### src/rtl/lemming_world_if.sv
// Signal bundle between the terrain model (slave) and the lemming controller or bench (master),
// plus the terrain configuration write port.
interface lemming_world_if #(
    parameter int XW = 4,
    parameter int YW = 4
);
    logic          walk_left;
    logic          walk_right;
    logic          aaah;
    logic          digging;
    logic          cfg_we;
    logic [XW-1:0] cfg_col;
    logic [YW-1:0] cfg_depth;
    logic          bump_left;
    logic          bump_right;
    logic          ground;
    logic [XW-1:0] pos_x;
    logic [YW-1:0] pos_y;
    logic          dig_done;
    logic          splat;

    modport master (
        output walk_left, walk_right, aaah, digging, cfg_we, cfg_col, cfg_depth,
        input  bump_left, bump_right, ground, pos_x, pos_y, dig_done, splat
    );

    modport slave (
        input  walk_left, walk_right, aaah, digging, cfg_we, cfg_col, cfg_depth,
        output bump_left, bump_right, ground, pos_x, pos_y, dig_done, splat
    );
endinterface

### src/rtl/lemming_world.sv
// Terrain model for the lemming controller: per-column floor depths, lemming position, digging and falls.
// Define LEMMING_WORLD_WRAP_EN to join the edge columns into a ring instead of treating them as walls.
module lemming_world #(
    parameter int WIDTH      = 16,
    parameter int DEPTH      = 8,
    parameter int START_X    = 8,
    parameter int DIG_CYCLES = 4,
    parameter int SPLAT_ROWS = 4,
    localparam int XW        = $clog2(WIDTH),
    localparam int YW        = $clog2(DEPTH + 1)
) (
    input logic              clk,
    input logic              reset,
    lemming_world_if.slave   bus
);
    localparam int DCW = (DIG_CYCLES > 1) ? $clog2(DIG_CYCLES) : 1;
    localparam logic [XW-1:0]  LAST_X    = XW'(WIDTH - 1);
    localparam logic [YW-1:0]  PIT       = YW'(DEPTH);
    localparam logic [YW-1:0]  SPLAT_LIM = YW'(SPLAT_ROWS);
    localparam logic [DCW-1:0] DIG_LAST  = DCW'(DIG_CYCLES - 1);

    logic [YW-1:0]  d_q [WIDTH];
    logic [YW-1:0]  d_d [WIDTH];
    logic [XW-1:0]  pos_x_q, pos_x_d;
    logic [YW-1:0]  pos_y_q, pos_y_d;
    logic [YW-1:0]  fall_cnt_q, fall_cnt_d;
    logic [DCW-1:0] dig_cnt_q, dig_cnt_d;
    logic           splat_q, splat_d;
    logic           dig_done_q, dig_done_d;

    logic [XW-1:0]  left_x, right_x;
    logic [YW-1:0]  cur_depth;
    logic [YW-1:0]  cfg_depth_clamped;
    logic           ground, bump_left, bump_right;
    logic           at_left_edge, at_right_edge;
    logic           cfg_col_ok, cfg_hits_here;

    assign left_x    = (pos_x_q == '0)     ? LAST_X : pos_x_q - 1'b1;
    assign right_x   = (pos_x_q == LAST_X) ? '0     : pos_x_q + 1'b1;
    assign cur_depth = d_q[pos_x_q];

`ifdef LEMMING_WORLD_WRAP_EN
    assign at_left_edge  = 1'b0;
    assign at_right_edge = 1'b0;
`else
    assign at_left_edge  = (pos_x_q == '0);
    assign at_right_edge = (pos_x_q == LAST_X);
`endif

    // A neighbouring column whose floor is above the lemming's row acts as a wall.
    assign ground     = (cur_depth == pos_y_q) && (cur_depth != PIT);
    assign bump_left  = at_left_edge  || (d_q[left_x]  < pos_y_q);
    assign bump_right = at_right_edge || (d_q[right_x] < pos_y_q);

    if (WIDTH == (1 << XW)) begin : g_cfg_full
        assign cfg_col_ok = 1'b1;
    end else begin : g_cfg_part
        assign cfg_col_ok = (bus.cfg_col <= LAST_X);
    end

    assign cfg_depth_clamped = (bus.cfg_depth > PIT) ? PIT : bus.cfg_depth;
    assign cfg_hits_here     = bus.cfg_we && cfg_col_ok && (bus.cfg_col == pos_x_q);

    // Falling overrides everything; on ground, aaah blocks digging and digging blocks walking.
    always_comb begin
        d_d        = d_q;
        pos_x_d    = pos_x_q;
        pos_y_d    = pos_y_q;
        fall_cnt_d = fall_cnt_q;
        dig_cnt_d  = '0;
        splat_d    = splat_q;
        dig_done_d = 1'b0;

        if (!ground) begin
            if (pos_y_q < cur_depth) begin
                pos_y_d    = pos_y_q + 1'b1;
                fall_cnt_d = fall_cnt_q + 1'b1;
                if ((pos_y_d == cur_depth) && (cur_depth != PIT) && (fall_cnt_d > SPLAT_LIM)) begin
                    splat_d = 1'b1;
                end
            end
        end else begin
            fall_cnt_d = '0;
            if (!bus.aaah) begin
                if (bus.digging) begin
                    if (dig_cnt_q == DIG_LAST) begin
                        if (!cfg_hits_here) begin
                            d_d[pos_x_q] = cur_depth + 1'b1;
                            dig_done_d   = 1'b1;
                        end
                    end else begin
                        dig_cnt_d = dig_cnt_q + 1'b1;
                    end
                end else if (bus.walk_left && !bus.walk_right && !bump_left) begin
                    pos_x_d = left_x;
                end else if (bus.walk_right && !bus.walk_left && !bump_right) begin
                    pos_x_d = right_x;
                end
            end
        end

        if (bus.cfg_we && cfg_col_ok) begin
            d_d[bus.cfg_col] = cfg_depth_clamped;
        end
    end

    always_ff @(posedge clk) begin
        if (reset) begin
            for (int c = 0; c < WIDTH; c++) begin
                d_q[c] <= '0;
            end
            pos_x_q    <= XW'(START_X);
            pos_y_q    <= '0;
            fall_cnt_q <= '0;
            dig_cnt_q  <= '0;
            splat_q    <= 1'b0;
            dig_done_q <= 1'b0;
        end else begin
            d_q        <= d_d;
            pos_x_q    <= pos_x_d;
            pos_y_q    <= pos_y_d;
            fall_cnt_q <= fall_cnt_d;
            dig_cnt_q  <= dig_cnt_d;
            splat_q    <= splat_d;
            dig_done_q <= dig_done_d;
        end
    end

    assign bus.bump_left  = bump_left;
    assign bus.bump_right = bump_right;
    assign bus.ground     = ground;
    assign bus.pos_x      = pos_x_q;
    assign bus.pos_y      = pos_y_q;
    assign bus.dig_done   = dig_done_q;
    assign bus.splat      = splat_q;
endmodule
### src/flat_wrapper.sv
// flat-port wrapper written by rule: the top's interface ports become plain ports
module lemming_world_flat 
#(
    parameter int WIDTH      = 16,
    parameter int DEPTH      = 8,
    parameter int START_X    = 8,
    parameter int DIG_CYCLES = 4,
    parameter int SPLAT_ROWS = 4,
    localparam int XW        = $clog2(WIDTH),
    localparam int YW        = $clog2(DEPTH + 1)
)
  (clk, reset, bus_walk_left, bus_walk_right, bus_aaah, bus_digging, bus_cfg_we, bus_cfg_col, bus_cfg_depth, bus_bump_left, bus_bump_right, bus_ground, bus_pos_x, bus_pos_y, bus_dig_done, bus_splat);
  lemming_world_if bus_i ();
  input logic clk;
  input logic reset;
  input wire logic [$bits(bus_i.walk_left)-1:0] bus_walk_left;
  input wire logic [$bits(bus_i.walk_right)-1:0] bus_walk_right;
  input wire logic [$bits(bus_i.aaah)-1:0] bus_aaah;
  input wire logic [$bits(bus_i.digging)-1:0] bus_digging;
  input wire logic [$bits(bus_i.cfg_we)-1:0] bus_cfg_we;
  input wire logic [$bits(bus_i.cfg_col)-1:0] bus_cfg_col;
  input wire logic [$bits(bus_i.cfg_depth)-1:0] bus_cfg_depth;
  output wire logic [$bits(bus_i.bump_left)-1:0] bus_bump_left;
  output wire logic [$bits(bus_i.bump_right)-1:0] bus_bump_right;
  output wire logic [$bits(bus_i.ground)-1:0] bus_ground;
  output wire logic [$bits(bus_i.pos_x)-1:0] bus_pos_x;
  output wire logic [$bits(bus_i.pos_y)-1:0] bus_pos_y;
  output wire logic [$bits(bus_i.dig_done)-1:0] bus_dig_done;
  output wire logic [$bits(bus_i.splat)-1:0] bus_splat;
  assign bus_i.walk_left = bus_walk_left;
  assign bus_i.walk_right = bus_walk_right;
  assign bus_i.aaah = bus_aaah;
  assign bus_i.digging = bus_digging;
  assign bus_i.cfg_we = bus_cfg_we;
  assign bus_i.cfg_col = bus_cfg_col;
  assign bus_i.cfg_depth = bus_cfg_depth;
  assign bus_bump_left = bus_i.bump_left;
  assign bus_bump_right = bus_i.bump_right;
  assign bus_ground = bus_i.ground;
  assign bus_pos_x = bus_i.pos_x;
  assign bus_pos_y = bus_i.pos_y;
  assign bus_dig_done = bus_i.dig_done;
  assign bus_splat = bus_i.splat;
  lemming_world #(.WIDTH(WIDTH), .DEPTH(DEPTH), .START_X(START_X), .DIG_CYCLES(DIG_CYCLES), .SPLAT_ROWS(SPLAT_ROWS)) u_core (.clk(clk), .reset(reset), .bus(bus_i));
endmodule
### config.mk
export PLATFORM = sky130hd
export DESIGN_NAME = lemming_world_flat
export DESIGN_NICKNAME = d
export VERILOG_FILES = /design/src/rtl/lemming_world_if.sv /design/src/rtl/lemming_world.sv /design/src/flat_wrapper.sv
export SDC_FILE = /design/constraint.sdc
export NUM_CORES = 1
export LEC_CHECK = 0
export ABC_AREA = 1
export CAP_MARGIN = 20
export CORE_MARGIN = 8
export CORE_UTILIZATION = 61
export CTS_CLUSTER_DIAMETER = 40
export DETAILED_ROUTE_END_ITERATION = 12
export HOLD_SLACK_MARGIN = 0.1
export PLACE_DENSITY = 0.8
export SETUP_SLACK_MARGIN = 0.2
export SLEW_MARGIN = 20
export SYNTH_ARGS = -nofsm -noshare
export SYNTH_HDL_FRONTEND = slang
export SYNTH_SLANG_ARGS = --single-unit
### constraint.sdc
create_clock -name clk -period 4.21 [get_ports clk]
set_input_delay 0.842 -clock clk [delete_from_list [all_inputs] [get_ports clk]]
set_output_delay 0.842 -clock clk [all_outputs]
set_load 0.05 [all_outputs]
==> impl_metrics.json, run 1 <==
{
  "status": "finished clean",
  "fin_hold_ws_ns": 0.4325,
  "port_buffers": 27,
  "worstSkewPairLatency_ns": 0.39,
  "first_global_vias": 6283,
  "drt-pass1-iter-count": 7,
  "crit_fanout": 15,
  "netlist_instances": 1001,
  "p_total_mw": 3.948,
  "syn2layout_area_growth_pct": 12.10,
  "ys_top_cells_by_area": "dfxtp_1 26%, o21ai_0 12%, nand2_1 11%",
  "routed_wl_um": 21360,
  "crit_path_start_kind": "register",
  "yosysSeqAreaShare_pct": 25.78,
  "yosysTopAreaCell": "dfxtp_1",
  "antenna_cells": 0,
  "rsz0062_at_grt": "yes",
  "row_count": 37,
  "fill_cells": 948,
  "synth_edf_count": 0,
  "netlist_area_um2": 6213,
  "numCtsBuffers": 9,
  "hold_buffers": 0,
  "period_needed_ns": 3.860,
  "post-route-period-util_pct": 91.69,
  "vdd_drop_max_v": 0.0008227,
  "clk_pin_slew_ns": 0.09,
  "hp-class": "reg2reg",
  "die-width_um": 116.9,
  "synth_common_cells": "180 x nand2_1, 155 x o21ai_0, 126 x inv_1, 107 x a21oi_1, 102 x nor2_1",
  "worstPathRequired_ns": 3.37,
  "cellPowerDensity_nw_per_um2": 566.8,
  "post_dp_cell_area_um2": 6571,
  "critPathCaptureType": "output pin",
  "grt_max_degree": 63,
  "setup_ws_ns": 0.3497,
  "crit_arrival_ns": 3.02,
  "ys_seq_elements": 80,
  "clock_skew_ns": 0.01954,
  "placed_cells": 1139,
  "avgSynthCellArea_um2": 6.207,
  "synth-async-reset-ratio_pct": 0,
  "antenna_found_initial": 0,
  "ctsHtreeMaxLevel": 3,
  "wl_per_cell_um": 18.36,
  "relSlewSlack_pct": 47.80,
  "drv_cap": 0,
  "tns_ns": 0,
  "hold_viol": 0,
  "place.detailed.hpwl_um": 15190,
  "nNetsFinal": 1057,
  "setup_viol": 0,
  "drc": 0,
  "tightestPinTransition_ns": 0.7823,
  "slew_violations": 0,
  "synth_most_common_cell": "nand2_1",
  "p_leak_nw": 2.983,
  "io_pins": 28,
  "die_area_um2": 13670,
  "ys.flop_type": "dfxtp_1",
  "yosys_warnings": 0,
  "max_freq_ghz": 0.2591,
  "clkSinkCount": 80,
  "dp_slack_ns": 0.3199,
  "drive_gt1_share_pct": 9.250,
  "critPathKind": "reg2out",
  "yosysUniqueCellTypes": 43,
  "drt_iter0_markers": 828,
  "cts-root-buf": "clkbuf_8",
  "ant_nets": 0,
  "place_congestion": 1.028,
  "fin_util_pct": 69.02,
  "fp.coreArea_um2": 10090,
  "overflow": 0,
  "fin_cells": 1163,
  "start_util_pct": 61.57,
  "grt_pass1_wl_um": 33080,
  "vias": 7106,
  "grt_usage_pct": 31.61,
  "synth_fp_nets": 1036,
  "die_h_um": 116.9,
  "via_per_inst": 6.110,
  "synth_top_area_share_pct": 25.78,
  "clk_path_buf_depth": 2,
  "cts_tree": "done",
  "fin_area_um2": 6965
}
-- final cells by class --
cell class	instances	area, um^2	area share, %
clock buffer	9	123.9	1.778
clock inverter	7	125.1	1.796
inverter	132	508.0	7.293
multi-input combinational	742	3875	55.63
sequential	80	1608	23.08
tap	136	170.2	2.443
timing repair buffer	57	555.5	7.976
-- cell usage in the layout (no fill, tap or decap), types with 4 or more instances in the layout --
| cell type | Yosys | layout |
|---|---|---|
| buf_12 | 0 | 5 |
| buf_4 | 5 | 25 |
| inv_2 | 3 | 4 |
| nand2_2 | 9 | 11 |
| nand2_1 | 180 | 175 |
| clkbuf_8 | 0 | 9 |
| dfxtp_1 | 80 | 77 |
| nand2_4 | 1 | 4 |
| nor2_2 | 4 | 6 |
| mux2i_1 | 5 | 5 |
| xor2_1 | 5 | 5 |
| clkinvlp_4 | 0 | 4 |
| nand4_1 | 5 | 5 |
| o21ai_0 | 155 | 155 |
| a21oi_1 | 107 | 106 |
| ha_1 | 20 | 19 |
| nor3_1 | 8 | 8 |
| nor2_1 | 102 | 100 |
| clkdlybuf4s50_1 | 0 | 24 |
| inv_1 | 126 | 123 |
| nand3_1 | 64 | 64 |
| o211ai_1 | 38 | 38 |
| o21ai_1 | 8 | 8 |
-- registers in the layout (all words and copies together) (netlist names) --
register             count
u_core.d_q              64
u_core.bus.pos_x         4
u_core.bus.pos_y         4
u_core.fall_cnt_q        4
u_core.dig_cnt_q         2
u_core.bus.dig_done      1
u_core.bus.splat         1
-- routing by layer --
layer  GRT usage (%)  vias up  share of wire (%)
li1                -     3388                  -
met1           40.04     3188                 39
met2           48.68      439                 43
met3           6.824       91                 13
met4           18.26        0                5.4
met5               0        -                  0
-- critical path, stage by stage (launching register included) --
cell and delay [ns]:
dfxtp_2 0.34, inv_1 0.08, buf_4 0.24, ha_1 0.20, xnor2_1 0.12, nand2_1 0.12
buf_4 0.21, inv_1 0.13, o21ai_0 0.09, o21ai_0 0.16, nand2_1 0.07, nand2_1 0.06
inv_1 0.04, ha_1 0.26, nand2_1 0.07, inv_1 0.05, nand2_1 0.10, nand2_4 0.09
nand2_2 0.09, buf_12 0.13
-- worst paths after layout --
check | from | slack (ns) | cells after the start | endpoint
max | u_core.bus.pos_x[1] | 0.35 | 19 | bus_bump_left
min | u_core.dig_cnt_q[0] | 0.43 | 1 | u_core.dig_cnt_q[0]
max reg2reg | u_core.bus.pos_x[3] | 0.84 | 18 | u_core.d_q[2]
min reg2reg | u_core.dig_cnt_q[0] | 0.43 | 1 | u_core.dig_cnt_q[0]
-- cell families (layout without fill, tap and decap cells) --
| family | after synthesis | after routing | synth area share (%) |
|---|---|---|---|
| AO/OA/AOI/OAI | 325 | 325 | 28.78 |
| flip-flops | 80 | 80 | 25.78 |
| buffers and inverters | 179 | 205 | 12.65 |
| XOR/XNOR | 9 | 9 | 1.390 |
| multiplexers | 5 | 5 | 0.8055 |
| AND/OR/NAND/NOR | 383 | 383 | 26.58 |
| adder cells (fa/ha/maj) | 20 | 20 | 4.027 |
-- power breakdown --
group          internal [mW]  switching [mW]
clock network          0.400           0.332
registers              0.795          0.0447
logic                  0.816            1.56
total                   2.01            1.94
-- timing repair --
item,CTS,global route
setup endpoints to repair,2,3
gates resized for setup,5,22
gates cloned,0,0
setup buffers,2,6
pin swaps,0,1
Note: power is estimated with default switching activity, not from simulation.
==> run 2: changes to the inputs <==
--- a/config.mk
+++ b/config.mk
@@ -10,6 +10,7 @@
 export CORE_MARGIN = 8
 export CORE_UTILIZATION = 61
 export CTS_CLUSTER_DIAMETER = 40
+export CTS_CLUSTER_SIZE = 24
 export DETAILED_ROUTE_END_ITERATION = 12
 export HOLD_SLACK_MARGIN = 0.1
 export PLACE_DENSITY = 0.8
==> results of run 2 <==
Final layout, timing and power as in run 1 (identical DEF).
==> run 3: changes to the inputs <==
--- a/config.mk
+++ b/config.mk
@@ -7,13 +7,15 @@
 export LEC_CHECK = 0
 export ABC_AREA = 1
 export CAP_MARGIN = 20
+export CELL_PAD_IN_SITES_DETAIL_PLACEMENT = 0
+export CELL_PAD_IN_SITES_GLOBAL_PLACEMENT = 1
 export CORE_MARGIN = 8
-export CORE_UTILIZATION = 61
+export CORE_UTILIZATION = 44
 export CTS_CLUSTER_DIAMETER = 40
 export CTS_CLUSTER_SIZE = 24
 export DETAILED_ROUTE_END_ITERATION = 12
 export HOLD_SLACK_MARGIN = 0.1
-export PLACE_DENSITY = 0.8
+export PLACE_DENSITY = 0.82
 export SETUP_SLACK_MARGIN = 0.2
 export SLEW_MARGIN = 20
 export SYNTH_ARGS = -nofsm -noshare
==> run 3 against run 2 <==
Against the previous run: final cell count grew 4.0%; combinational power fell by 3%; power up 1.9%; global-route usage down 7.7 points; worst setup slack gained 0.028 ns; critical path depth down 5; clock skew shrank 0.013 ns; flip-flop and latch count did not move; non-clock buffer count grew 4; register-to-register slack barely moved; largest cell class unchanged.
==> impl_metrics.json, run 3 (synthesized netlist as in run 1, its figures left out) <==
{
  "fin_cells": 1210,
  "status": "finished clean",
  "antenna_cells": 0,
  "drive_gt1_share_pct": 9.223,
  "crit_end": "bus_bump_right",
  "clkSinkCount": 80,
  "grt_usage_pct": 23.90,
  "cts_tree": "done",
  "max_freq_ghz": 0.2610,
  "grt_pass1_wl_um": 34020,
  "final_common_cell": "nand2_1",
  "die-width_um": 134.8,
  "ant_nets": 0,
  "place_congestion": 0.9193,
  "drc": 0,
  "vias": 6757,
  "crit_arrival_ns": 2.99,
  "routed_wl_um": 21730,
  "layout_common_cells": "175 x nand2_1, 154 x o21ai_0, 123 x inv_1, 107 x a21oi_1, 102 x nor2_1",
  "overflow": 0,
  "fill_cells": 1441,
  "rsz0062_at_grt": "no",
  "post-route-period-util_pct": 91.02,
  "p_total_mw": 4.023,
  "fin_hold_ws_ns": 0.4217,
  "nNetsFinal": 1061,
  "tns_ns": 0,
  "cts-root-buf": "clkbuf_16",
  "die_h_um": 134.8,
  "syn2layout_area_growth_pct": 14.06,
  "numCtsBuffers": 9,
  "cellPowerDensity_nw_per_um2": 567.7,
  "rr_startpoint": "u_core.bus.pos_x[0]",
  "dp_slack_ns": 0.3737,
  "worstPathRequired_ns": 3.37,
  "slew_violations": 0,
  "tightestPinTransition_ns": 0.7503,
  "largest_reg_flops": 64,
  "crit_path_start_kind": "register",
  "io_pins": 28,
  "place.detailed.hpwl_um": 16160,
  "port_buffers": 27,
  "row_count": 43,
  "critPathKind": "reg2out",
  "ctsHtreeMaxLevel": 3,
  "setup_viol": 0,
  "startpoint": "u_core.bus.pos_x[0]",
  "clk_pin_slew_ns": 0.06,
  "drt_iter0_markers": 828,
  "p_leak_nw": 3.027,
  "via_per_inst": 5.584,
  "clock_skew_ns": 0.007006,
  "drt-pass1-iter-count": 6,
  "hp-class": "reg2reg",
  "grt_max_degree": 65,
  "period_needed_ns": 3.832,
  "cp_slowest_cell": "dfxtp_2",
  "vdd_drop_max_v": 0.0005639,
  "hold_viol": 0,
  "worstHoldPathCells": 1,
  "critPathCaptureType": "output pin",
  "relSlewSlack_pct": 49.94,
  "wl_per_cell_um": 17.96,
  "clk_path_buf_depth": 2,
  "antenna_found_initial": 0,
  "hold_buffers": 0,
  "worstSkewPairLatency_ns": 0.35,
  "crit_chain": "ha_2, nand3_1, nand2_4, clkinvlp_4, o21ai_0, a21oi_1, o311ai_0, nand2_1, inv_1, ha_1, a21oi_1, nand2_1, nand2_2, buf_12",
  "worstReg2RegEnd": "u_core.bus.pos_x[0]",
  "crit_fanout": 10,
  "placed_cells": 1183,
  "die_area_um2": 18180,
  "r2r_slack_ns": 0.84,
  "fp.coreArea_um2": 13830,
  "setup_ws_ns": 0.3782,
  "first_global_vias": 5891,
  "start_util_pct": 44.94,
  "drv_cap": 0,
  "reg2regPathDepth": 15,
  "top_register": "u_core.d_q",
  "max_stage_delay_ns": 0.37
}
==> run 3: cell types whose count changed in the layout (fill, tap and decap cells not counted), sizes merged <==
cell | previous run | this run
inv | 131 | 128
bufinv | 3 | 2
clkbuf | 10 | 12
clkinv | 1 | 2
clkinvlp | 4 | 3
buf | 32 | 37
==> run 3: through the flow <==
stage | area (um^2) | util (%)
2_1_floorplan | 6221 | -
3_3_place_gp | 6626 | 47.92
3_5_place_dp | 6626 | 47.92
4_1_cts | 6963 | 50.36
5_1_grt | 7087 | 51.25
6_report | 7087 | 51.25
==> run 3: how the worst min path moves through the flow <==
stage                                    from                   to  slack [ns]
final                     u_core.dig_cnt_q[0]  u_core.dig_cnt_q[0]        0.42
after global routing      u_core.dig_cnt_q[0]  u_core.dig_cnt_q[0]        0.44
after CTS                 u_core.dig_cnt_q[0]  u_core.dig_cnt_q[0]        0.43
after detailed placement  u_core.dig_cnt_q[0]  u_core.dig_cnt_q[0]        0.42
after global placement    u_core.dig_cnt_q[0]  u_core.dig_cnt_q[0]        0.41
after floorplan           u_core.dig_cnt_q[0]  u_core.dig_cnt_q[0]        0.40
==> run 3: repair_timing <==
action                                  4_1_cts  5_1_grt
gates resized for setup                       4       13
endpoints found under the setup margin        2        3
buffers inserted                              0       12
==> run 3: metal layers <==
layer	up-vias	track usage, %	part of all wire, %
li1	3404	-	-
met1	3047	33.83	46
met2	269	35.47	43
met3	37	3.826	7.6
met4	0	8.671	2.9
met5	-	0	0
==> run 3: critical path, delay by kind of cell (launching register included) <==
kind / cells / cell delay [ns]
flops: 1 / 0.37
fa+ha+maj: 2 / 0.48
simple gates: 5 / 0.65
buf+inv: 3 / 0.42
compound gates: 4 / 0.70
==> run 3: power breakdown <==
part           switching (mW)  internal, mW  total (mW)
clock network           0.314         0.548       0.861
logic                    1.52         0.800        2.32
registers              0.0415         0.796       0.837
==> run 3: cell type report <==
type	count	area (um^2)	share of cell area [%]
clock buffer	12	256.5	3.619
clock inverter	3	65.06	0.9181
sequential	80	1607	22.67
multi-input combinational	742	3851	54.34
tap	180	225.2	3.178
timing repair buffer	61	570.5	8.051
inverter	132	511.7	7.221
